[src/rtl/biquad_decimator_if.sv]
// Sample input, averaged-result output handshake and overrun status of the decimator.
// master = the surrounding environment (drives samples, consumes results); slave = the decimator.
interface biquad_decimator_if #(
   parameter int W = 8
);
   logic         in_en;
   logic [W-1:0] x_in;
   logic [W-1:0] out_data;
   logic         out_valid;
   logic         out_ready;
   logic         overrun;

   modport master (
      output in_en, x_in, out_ready,
      input  out_data, out_valid, overrun
   );

   modport slave (
      input  in_en, x_in, out_ready,
      output out_data, out_valid, overrun
   );
endinterface

[src/rtl/biquad_decimator.sv]
// Block-average decimator: result written to the FIFO on the final sample edge, visible one cycle later.
// Consumer stalls are absorbed by a 2-entry FIFO; a full FIFO drops new results and sets sticky overrun.

// Small synchronous FIFO with registered head: zero-bubble push when full if a pop happens on the same edge.
// Head stays in slot 0; entries shift down on pop, and an emptied FIFO keeps showing the last popped word.
module bqd_fifo #(
   parameter int DEPTH = 2,
   parameter int W     = 8
) (
   input  logic         i_clk,
   input  logic         i_rst_n,
   input  logic         i_wr_vld,
   input  logic [W-1:0] i_wr_dat,
   output logic         o_wr_rdy,
   output logic         o_rd_vld,
   output logic [W-1:0] o_rd_dat,
   input  logic         i_rd_rdy
);
   localparam int CW = $clog2(DEPTH + 1);

   logic [W-1:0]  r_mem [DEPTH];
   logic [CW-1:0] r_count;
   logic          w_pop;
   logic          w_push;
   logic [CW-1:0] w_wr_idx;

   assign w_pop    = (r_count != '0) && i_rd_rdy;
   assign o_wr_rdy = (r_count < CW'(DEPTH)) || w_pop;
   assign w_push   = i_wr_vld && o_wr_rdy;
   assign w_wr_idx = r_count - CW'(w_pop);
   assign o_rd_vld = (r_count != '0);
   assign o_rd_dat = r_mem[0];

   always_ff @(posedge i_clk) begin
      if (!i_rst_n) begin
         r_count <= '0;
         for (int i = 0; i < DEPTH; i++) begin
            r_mem[i] <= '0;
         end
      end else begin
         // Shift only occupied slots so slot 0 retains the last popped word when draining to empty.
         for (int i = 0; i < DEPTH - 1; i++) begin
            if (w_pop && (CW'(i + 1) < r_count)) begin
               r_mem[i] <= r_mem[i + 1];
            end
         end
         for (int i = 0; i < DEPTH; i++) begin
            if (w_push && (w_wr_idx == CW'(i))) begin
               r_mem[i] <= i_wr_dat;
            end
         end
         r_count <= r_count + CW'(w_push) - CW'(w_pop);
      end
   end
endmodule

module biquad_decimator #(
   parameter int DECIM = 4,
   parameter int W     = 8
) (
   input  logic                i_clk,
   input  logic                i_rst_n,
   biquad_decimator_if.slave   io_bus
);
   localparam int SH = $clog2(DECIM);
   localparam int AW = W + SH;

   logic signed [AW-1:0] r_acc;
   logic [SH-1:0]        r_cnt;
   logic                 r_overrun;

   logic signed [AW-1:0] w_x_ext;
   logic signed [AW-1:0] w_sum;
   logic                 w_final;
   logic [W-1:0]         w_result;
   logic                 w_wr_rdy;
   logic                 w_rd_vld;
   logic [W-1:0]         w_rd_dat;

   // Accumulator is wide enough for DECIM full-scale samples, so the sum never wraps.
   assign w_x_ext  = {{SH{io_bus.x_in[W-1]}}, io_bus.x_in};
   assign w_sum    = r_acc + w_x_ext;
   assign w_final  = io_bus.in_en && (r_cnt == SH'(DECIM - 1));
   assign w_result = W'(w_sum >>> SH);

   always_ff @(posedge i_clk) begin
      if (!i_rst_n) begin
         r_acc     <= '0;
         r_cnt     <= '0;
         r_overrun <= 1'b0;
      end else begin
         if (io_bus.in_en) begin
            if (w_final) begin
               r_acc <= '0;
               r_cnt <= '0;
            end else begin
               r_acc <= w_sum;
               r_cnt <= r_cnt + 1'b1;
            end
         end
         if (w_final && !w_wr_rdy) begin
            r_overrun <= 1'b1;
         end
      end
   end

   bqd_fifo #(
      .DEPTH (2),
      .W     (W)
   ) u_fifo (
      .i_clk    (i_clk),
      .i_rst_n  (i_rst_n),
      .i_wr_vld (w_final),
      .i_wr_dat (w_result),
      .o_wr_rdy (w_wr_rdy),
      .o_rd_vld (w_rd_vld),
      .o_rd_dat (w_rd_dat),
      .i_rd_rdy (io_bus.out_ready)
   );

   assign io_bus.out_valid = w_rd_vld;
   assign io_bus.out_data  = w_rd_dat;
   assign io_bus.overrun   = r_overrun;
endmodule

[src/flat_wrapper.sv]
// flat-port wrapper written by rule: the top's interface ports become plain ports
module biquad_decimator_flat 
#(
   parameter int DECIM = 4,
   parameter int W     = 8
)
  (i_clk, i_rst_n, io_bus_in_en, io_bus_x_in, io_bus_out_ready, io_bus_out_data, io_bus_out_valid, io_bus_overrun);
  biquad_decimator_if #(.W(W)) io_bus_i ();
  input  logic i_clk;
  input  logic i_rst_n;
  input wire logic [$bits(io_bus_i.in_en)-1:0] io_bus_in_en;
  input wire logic [$bits(io_bus_i.x_in)-1:0] io_bus_x_in;
  input wire logic [$bits(io_bus_i.out_ready)-1:0] io_bus_out_ready;
  output wire logic [$bits(io_bus_i.out_data)-1:0] io_bus_out_data;
  output wire logic [$bits(io_bus_i.out_valid)-1:0] io_bus_out_valid;
  output wire logic [$bits(io_bus_i.overrun)-1:0] io_bus_overrun;
  assign io_bus_i.in_en = io_bus_in_en;
  assign io_bus_i.x_in = io_bus_x_in;
  assign io_bus_i.out_ready = io_bus_out_ready;
  assign io_bus_out_data = io_bus_i.out_data;
  assign io_bus_out_valid = io_bus_i.out_valid;
  assign io_bus_overrun = io_bus_i.overrun;
  biquad_decimator #(.DECIM(DECIM), .W(W)) u_core (.i_clk(i_clk), .i_rst_n(i_rst_n), .io_bus(io_bus_i));
endmodule
[config.mk]
export PLATFORM = sky130hd
export DESIGN_NAME = biquad_decimator_flat
export DESIGN_NICKNAME = d
export VERILOG_FILES = /design/src/rtl/biquad_decimator_if.sv /design/src/rtl/biquad_decimator.sv /design/src/flat_wrapper.sv
export SDC_FILE = /design/constraint.sdc
export NUM_CORES = 1
export LEC_CHECK = 0
export CORE_ASPECT_RATIO = 1.4
export CORE_MARGIN = 2
export CORE_UTILIZATION = 45
export CTS_BUF_LIST = sky130_fd_sc_hd__clkbuf_8
export DETAILED_ROUTE_END_ITERATION = 6
export PLACE_DENSITY = 0.66
export RECOVER_POWER = 50
export SLEW_MARGIN = 0
export SYNTH_ARGS = -nofsm -noshare
export SYNTH_HDL_FRONTEND = slang
export SYNTH_SLANG_ARGS = --single-unit
[constraint.sdc]
create_clock -name i_clk -period 3.6 [get_ports i_clk]
set_clock_uncertainty 0.1 [all_clocks]
set_input_delay 0.72 -clock i_clk [delete_from_list [all_inputs] [get_ports i_clk]]
set_output_delay 0.72 -clock i_clk [all_outputs]
set_load 0.1 [all_outputs]
==> metrics, run 1 <==
status finished clean; fraction of layout cells with a size suffix above 1 8.26%; fin util 54.5%; part of the power in the clock network 21.9%; internal power 0.711 mW; R2R cell count 10; Worst slew margin 22.5%; synthesized instance count 198; setup TNS 0 ns; placed cells 253; Worst path most repeated cell nand2_1; # IOs 22; Syn Area/Cell 9.43 um^2; CTS Buf Count 5; Vias 1439; # fillers 384; Clock Path Buffers 2; hold buffers post-CTS 0; Setup crit end kind flip-flop; Seq/Total Area, Yosys 41.8%; clk root buf clkbuf_8; Core Region 0.00395 mm^2; Post-synth top flop edfxtp_1; reg2reg setup slack 1.16 ns; Setup CP Type in2reg; Mapped Area 0.00187 mm^2; row count 27; Post-CTS Repair Setup Buffers 0; Die Area 0.00469 mm^2; sequential cell area 781 um^2; post-route clock period utilization 83.5%; Initial Utilization 47.2%; sequential power share 36.8%; Final ANT Viol Nets 0; library cells used by synthesis 41; family with the most delay on the worst path buffers and inverters; WL/cell 14.0 um; P_leak 0.846 nW; port bufs 21; # nets final 243; CTS tree yes; largest fanout on the critical path 16; sw frac 41.7%; global-route wire length before repair 6.22 mm; worst hold margin 0.389 ns; Max VDD drop 375 uV; clk_lat worst skew 0.28 ns; Post-DP HPWL 2.78 mm; drt total wl 3.67 mm; CP Data Required Time 3.62 ns; Antenna Cells 0; die width 58.4 um; max-capacitance violation count 0; Multi-input gate area 955 um^2; cell depth of the worst setup path 8; gpl congestion 0.882; worst r2r src u_core.u_fifo.r_count[1]$_SDFF_PN0_; post-CTS sizing 0; htree depth 2; Setup WS post-layout 0.595 ns; CP max-delay cell clkbuf_1; Final Max Tran Viols 0; Final Hold Vio Count 0; initial antenna violation count 0; asr flop ratio synth 0%; Worst Path Arrival 3.03 ns; Max Fclk 333 MHz; CTS clk-pin slew, worst paths 0.07 ns; Placement Setup Slack 0.402 ns; Post-Layout Cell Count 261; crit path cell chain dlygate4sd3_1 -> clkbuf_1 -> nand2_1 -> nor3b_2 -> nand2_1 -> buf_4 -> or2_0 -> a21oi_1; Final setup viols 0; syn nets 224; Initial DRC Count 35; Hold WC Path Type reg2reg; RSZ-0062 raised after global routing no; crit path to u_core.u_fifo.r_mem[0][1]$_SDFFCE_PN0P_; Layout area overhead 15.5%; Worst setup SP type input pin; largest net degree at the start of global routing 23; EDFF count, synth 16; First-pass DRT Iterations 4; combinational share of power 41.2%; R2R Path End u_core.u_fifo.r_mem[0][1]$_SDFFCE_PN0P_; Die Ht 80.2 um; Top Usage Layer GRT met2; critical path launch point io_bus_in_en; P per Cell Area 566 mW/mm^2; met2 Track Usage GR 33.1%; WP buf/inv 3; vias per cell 5.51; min Tclk post-route 3.00 ns; synth warn 0; GRT Residual Overflow 0; vias in the first global route 1388; synthesized flop and latch total 31; CP peak stage delay 0.57 ns; DRC viols 0; GR Util All Layers 17.6%; met3 Use GR 3.86%; NetSw 0.509 mW; worst-margin pin slew 1.17 ns; clock sink count 31; met1 GRT Util 18.1%
==> cell usage in the layout, fill, tap and decap left out, types with 6 or more instances in the layout <==
cell type,count
a21oi_1,11
and2_1,7
clkdlybuf4s50_1,12
dfxtp_1,15
dlygate4sd3_1,8
edfxtp_1,16
ha_1,13
inv_1,13
nand2_1,11
nand3_1,6
nor2_1,17
nor2b_1,7
o21ai_0,10
o22ai_1,6
==> power by group through the flow <==
stage	registers, mW	clock network, mW	logic (mW)
after floorplan	0.451	0	0.428
after global placement	0.455	0	0.508
after detailed placement	0.459	0	0.520
after CTS	0.451	0.277	0.521
after global routing	0.455	0.288	0.547
final	0.450	0.268	0.503
==> layout make-up <==
type	count	share of cell area (%)
sequential	31	36.2
multi-input combinational	140	44.3
clock buffer	5	3.19
clock inverter	3	0.696
inverter	13	2.26
tap	43	2.50
timing repair buffer	26	10.9
==> metal layers <==
layer / vias up / wire [um] / part of all wire, %
li1: 725 / - / -
met1: 680 / 1490 / 41
met2: 29 / 1970 / 54
met3: 5 / 141 / 3.8
met4: 0 / 68 / 1.9
met5: - / 0 / 0
==> logic make-up after synthesis <==
logic type / synth area share, %
mux: 1.07
compound gates: 15.1
buf+inv: 7.04
fa+ha+maj: 9.79
flops: 41.8
xor+xnor: 3.75
simple gates: 21.4
==> cell usage after synthesis (4+ instances only) <==
master / count / area (um^2)
nand3_1: 6 / 30.0
dfxtp_1: 15 / 300
buf_4: 8 / 60.1
clkbuf_1: 6 / 22.5
or2_0: 4 / 25.0
o21ai_0: 10 / 50.1
a21oi_1: 11 / 55.1
ha_1: 13 / 163
nand2_1: 11 / 41.3
inv_1: 13 / 48.8
xnor2_1: 5 / 43.8
and2_1: 10 / 62.6
edfxtp_1: 16 / 480
nor2b_1: 7 / 43.8
nor2_1: 17 / 63.8
o22ai_1: 6 / 37.5
==> state kept, by name, summed over array words and instances (netlist names) <==
register and flops:
u_core.u_fifo.r_count 2, u_core.u_fifo.r_mem 16, u_core.r_acc 10, u_core.io_bus.overrun 1, u_core.r_cnt 2
==> metrics by stage <==
stage | total power, mW | area, um^2
floorplan | 0.880 | 1870
global placement | 0.964 | 2080
detailed placement | 0.979 | 2080
CTS | 1.25 | 2170
global route | 1.29 | 2160
finish | 1.22 | 2160
==> worst min path at each step <==
stage | startpoint | end | slack, ns | depth (start not counted)
finish | u_core.io_bus.overrun$_SDFFE_PN0P_ | u_core.io_bus.overrun$_SDFFE_PN0P_ | 0.39 | 1
global route | u_core.io_bus.overrun$_SDFFE_PN0P_ | u_core.io_bus.overrun$_SDFFE_PN0P_ | 0.43 | 1
CTS | u_core.r_acc[6]$_SDFFE_PN0P_ | u_core.r_acc[6]$_SDFFE_PN0P_ | 0.40 | 2
detailed placement | u_core.io_bus.overrun$_SDFFE_PN0P_ | u_core.io_bus.overrun$_SDFFE_PN0P_ | 0.39 | 1
global placement | u_core.io_bus.overrun$_SDFFE_PN0P_ | u_core.io_bus.overrun$_SDFFE_PN0P_ | 0.35 | 1
floorplan | u_core.r_acc[6]$_SDFFE_PN0P_ | u_core.r_acc[6]$_SDFFE_PN0P_ | 0.36 | 2
(Power assumes the default switching activity.)
==> inputs of run 2 (changes only) <==
==> constraint.sdc (replaced) <==
create_clock -name i_clk -period 3 [get_ports i_clk]
set_clock_uncertainty 0.1 [all_clocks]
set_input_delay 0.6 -clock i_clk [delete_from_list [all_inputs] [get_ports i_clk]]
set_output_delay 0.6 -clock i_clk [all_outputs]
set_load 0.1 [all_outputs]
==> run 2 against run 1 <==
Against the previous run: clock-buffer cell count unchanged; sequential power increased by 20%; first-iteration DRC count down 20%; power up 21%; largest power group unchanged; critical path type unchanged; worst setup slack lost 0.32 ns; register-to-register slack worse by 0.63 ns; highest routed layer unchanged.
==> metrics, run 2 (same netlist as run 1, synthesis figures left out) <==
Core Region 0.00395 mm^2 (unchanged); Initial Utilization 47.2% (unchanged); Layout area overhead 14.5%; Post-DP HPWL 2.79 mm (+0.51%); clk_lat worst skew 0.29 ns (about the same); # fillers 359 (-6.5%); worst-margin pin slew 1.18 ns (+0.0107 ns); largest net degree at the start of global routing 23 (unchanged); CP max-delay cell dlygate4sd3_1; Die Ht 80.2 um (unchanged); First-pass DRT Iterations 4 (unchanged); port bufs 21 (unchanged); Placed Area 0.00210 mm^2 (+0.72%); WP buf/inv 1 (-2); vias per cell 5.44 (-1.4%); global-route wire length before repair 6.20 mm (-0.32%); Final Hold Vio Count 0 (unchanged); setup TNS 0 ns (unchanged); GRT Residual Overflow 0 (unchanged); # nets final 248 (+2.1%); Setup crit end kind flip-flop; Antenna Cells 0 (unchanged); Post-CTS Repair Setup Buffers 0 (unchanged); CP Data Required Time 2.92 ns (-0.70 ns); WL/cell 13.5 um (-3.7%); Max VDD drop 670 uV (+78%); sequential power share 36.6% (-0.2 points); Worst setup SP type input pin; largest register by flop count u_core.u_fifo.r_mem; post-route clock period utilization 90.8%; Final setup viols 0 (unchanged); commonest cells after routing, fill and taps aside nor2_1 (17), edfxtp_1 (16), dfxtp_1 (15); CP peak stage delay 0.56 ns (about the same); crit path cell chain dlygate4sd3_1 -> ha_1 -> a21o_1 -> nor2b_1 -> o211a_1 -> a311oi_1 -> o21ai_0; largest fanout on the critical path 3 (-13); CTS tree yes; Worst slew margin 21.8% (-0.71 points); Multi-input gate area 952 um^2 (-0.26%); Hold WC Path Type reg2reg; final instance area 0.00214 mm^2 (-0.87%); Final Max Tran Viols 0 (unchanged); Worst Path Arrival 2.64 ns (-0.39 ns); sw frac 42.1% (+0.41 points); hold buffers post-CTS 0 (unchanged); htree depth 2 (unchanged); GR Util All Layers 17.2% (-0.44 points); drt total wl 3.60 mm (-1.8%); P_leak 0.827 nW (-2.1%); registers with the most flip-flops u_core.u_fifo.r_mem x16, u_core.r_acc x10; fraction of layout cells with a size suffix above 1 9.87% (+1.6 points); post-CTS sizing 0 (unchanged); RSZ-0062 raised after global routing no; max-capacitance violation count 0 (unchanged); Final ANT Viol Nets 0 (unchanged); Max Fclk 367 MHz; clk root buf clkbuf_8; NetSw 0.622 mW (+22%); Clock Path Buffers 2 (unchanged); Setup CP Type in2reg; DRC viols 0 (unchanged); combinational share of power 41.3% (about the same); clock sink count 31 (unchanged); P per Cell Area 691 mW/mm^2 (+22%); Initial DRC Count 28 (-20%); internal power 0.855 mW (+20%); min Tclk post-route 2.72 ns; commonest non-fill, non-tap cell in the layout nor2_1; status finished clean; CTS Buf Count 5 (unchanged); Largest register FFs 16 (unchanged); # IOs 22 (unchanged); die width 58.4 um (unchanged); sequential cell area 781 um^2 (unchanged); CTS clk-pin slew, worst paths 0.07 ns (about the same); initial antenna violation count 0 (unchanged); part of the power in the clock network 22.1% (+0.2 points); gpl congestion 0.856 (-2.9%); family with the most delay on the worst path compound AO/OA/AOI/OAI gates; vias in the first global route 1435 (+3.4%); Die Area 0.00469 mm^2 (unchanged); Vias 1446 (+0.49%); row count 27 (unchanged)
==> run 2: changes by cell type in the layout (fill, tap and decap cells not counted) <==
cell,before,now
and2_0,3,4
and2_1,7,6
buf_4,3,7
clkbuf_1,3,12
clkbuf_2,0,1
clkdlybuf4s50_1,12,8
clkinv_2,3,1
clkinvlp_4,0,2
dlygate4sd3_1,8,3
nor2b_1,7,8
nor2b_2,1,0
==> run 2: cell type report <==
cell class	count	area share (%)
Clock buffer	5	3.22
Clock inverter	3	0.937
Inverter	13	2.28
Multi-Input combinational cell	140	44.6
Sequential cell	31	36.5
Tap cell	43	2.52
Timing Repair Buffer	31	9.95
==> run 2: metrics by stage <==
stage | setup WS [ns] | power (mW) | hold slack (ns) | utilization (%) | std cells
global route | 0.128 | 1.56 | 0.417 | 54.1 | 266
detailed placement | 0.0109 | 1.19 | 0.372 | 53.1 | 258
floorplan | 0.127 | 1.06 | 0.357 | - | 198
global placement | 0.0355 | 1.17 | 0.352 | 53.1 | 258
CTS | 0.291 | 1.52 | 0.388 | 55.3 | 266
finish | 0.277 | 1.48 | 0.379 | 54.1 | 266
==> run 2: routing by layer <==
layer / track usage [%] / vias to the layer above / share of wire (%)
met3: 3.06 / 5 / 4.3
met2: 32.9 / 33 / 55
li1: - / 737 / -
met4: 5.81 / 0 / 1.3
met5: 0 / - / 0
met1: 18.2 / 671 / 40
==> run 2: final timing paths <==
kind / start / end / slack [ns] / cells after the start
worst max register to register: u_core.u_fifo.r_count[1]$_SDFF_PN0_ / u_core.u_fifo.r_mem[0][0]$_SDFFCE_PN0P_ / 0.53 / 10
worst max-delay path: io_bus_x_in[1] / u_core.u_fifo.r_mem[0][5]$_SDFFCE_PN0P_ / 0.28 / 7
worst min register to register: u_core.io_bus.overrun$_SDFFE_PN0P_ / u_core.io_bus.overrun$_SDFFE_PN0P_ / 0.38 / 1
worst min-delay path: u_core.io_bus.overrun$_SDFFE_PN0P_ / u_core.io_bus.overrun$_SDFFE_PN0P_ / 0.38 / 1
==> run 2: power groups by stage <==
stage               registers [mW]  logic, mW  clock network (mW)
floorplan                    0.541      0.514                   0
global placement             0.547      0.623                   0
detailed placement           0.551      0.640                   0
CTS                          0.542      0.643               0.334
global route                 0.548      0.667               0.345
finish                       0.540      0.610               0.326
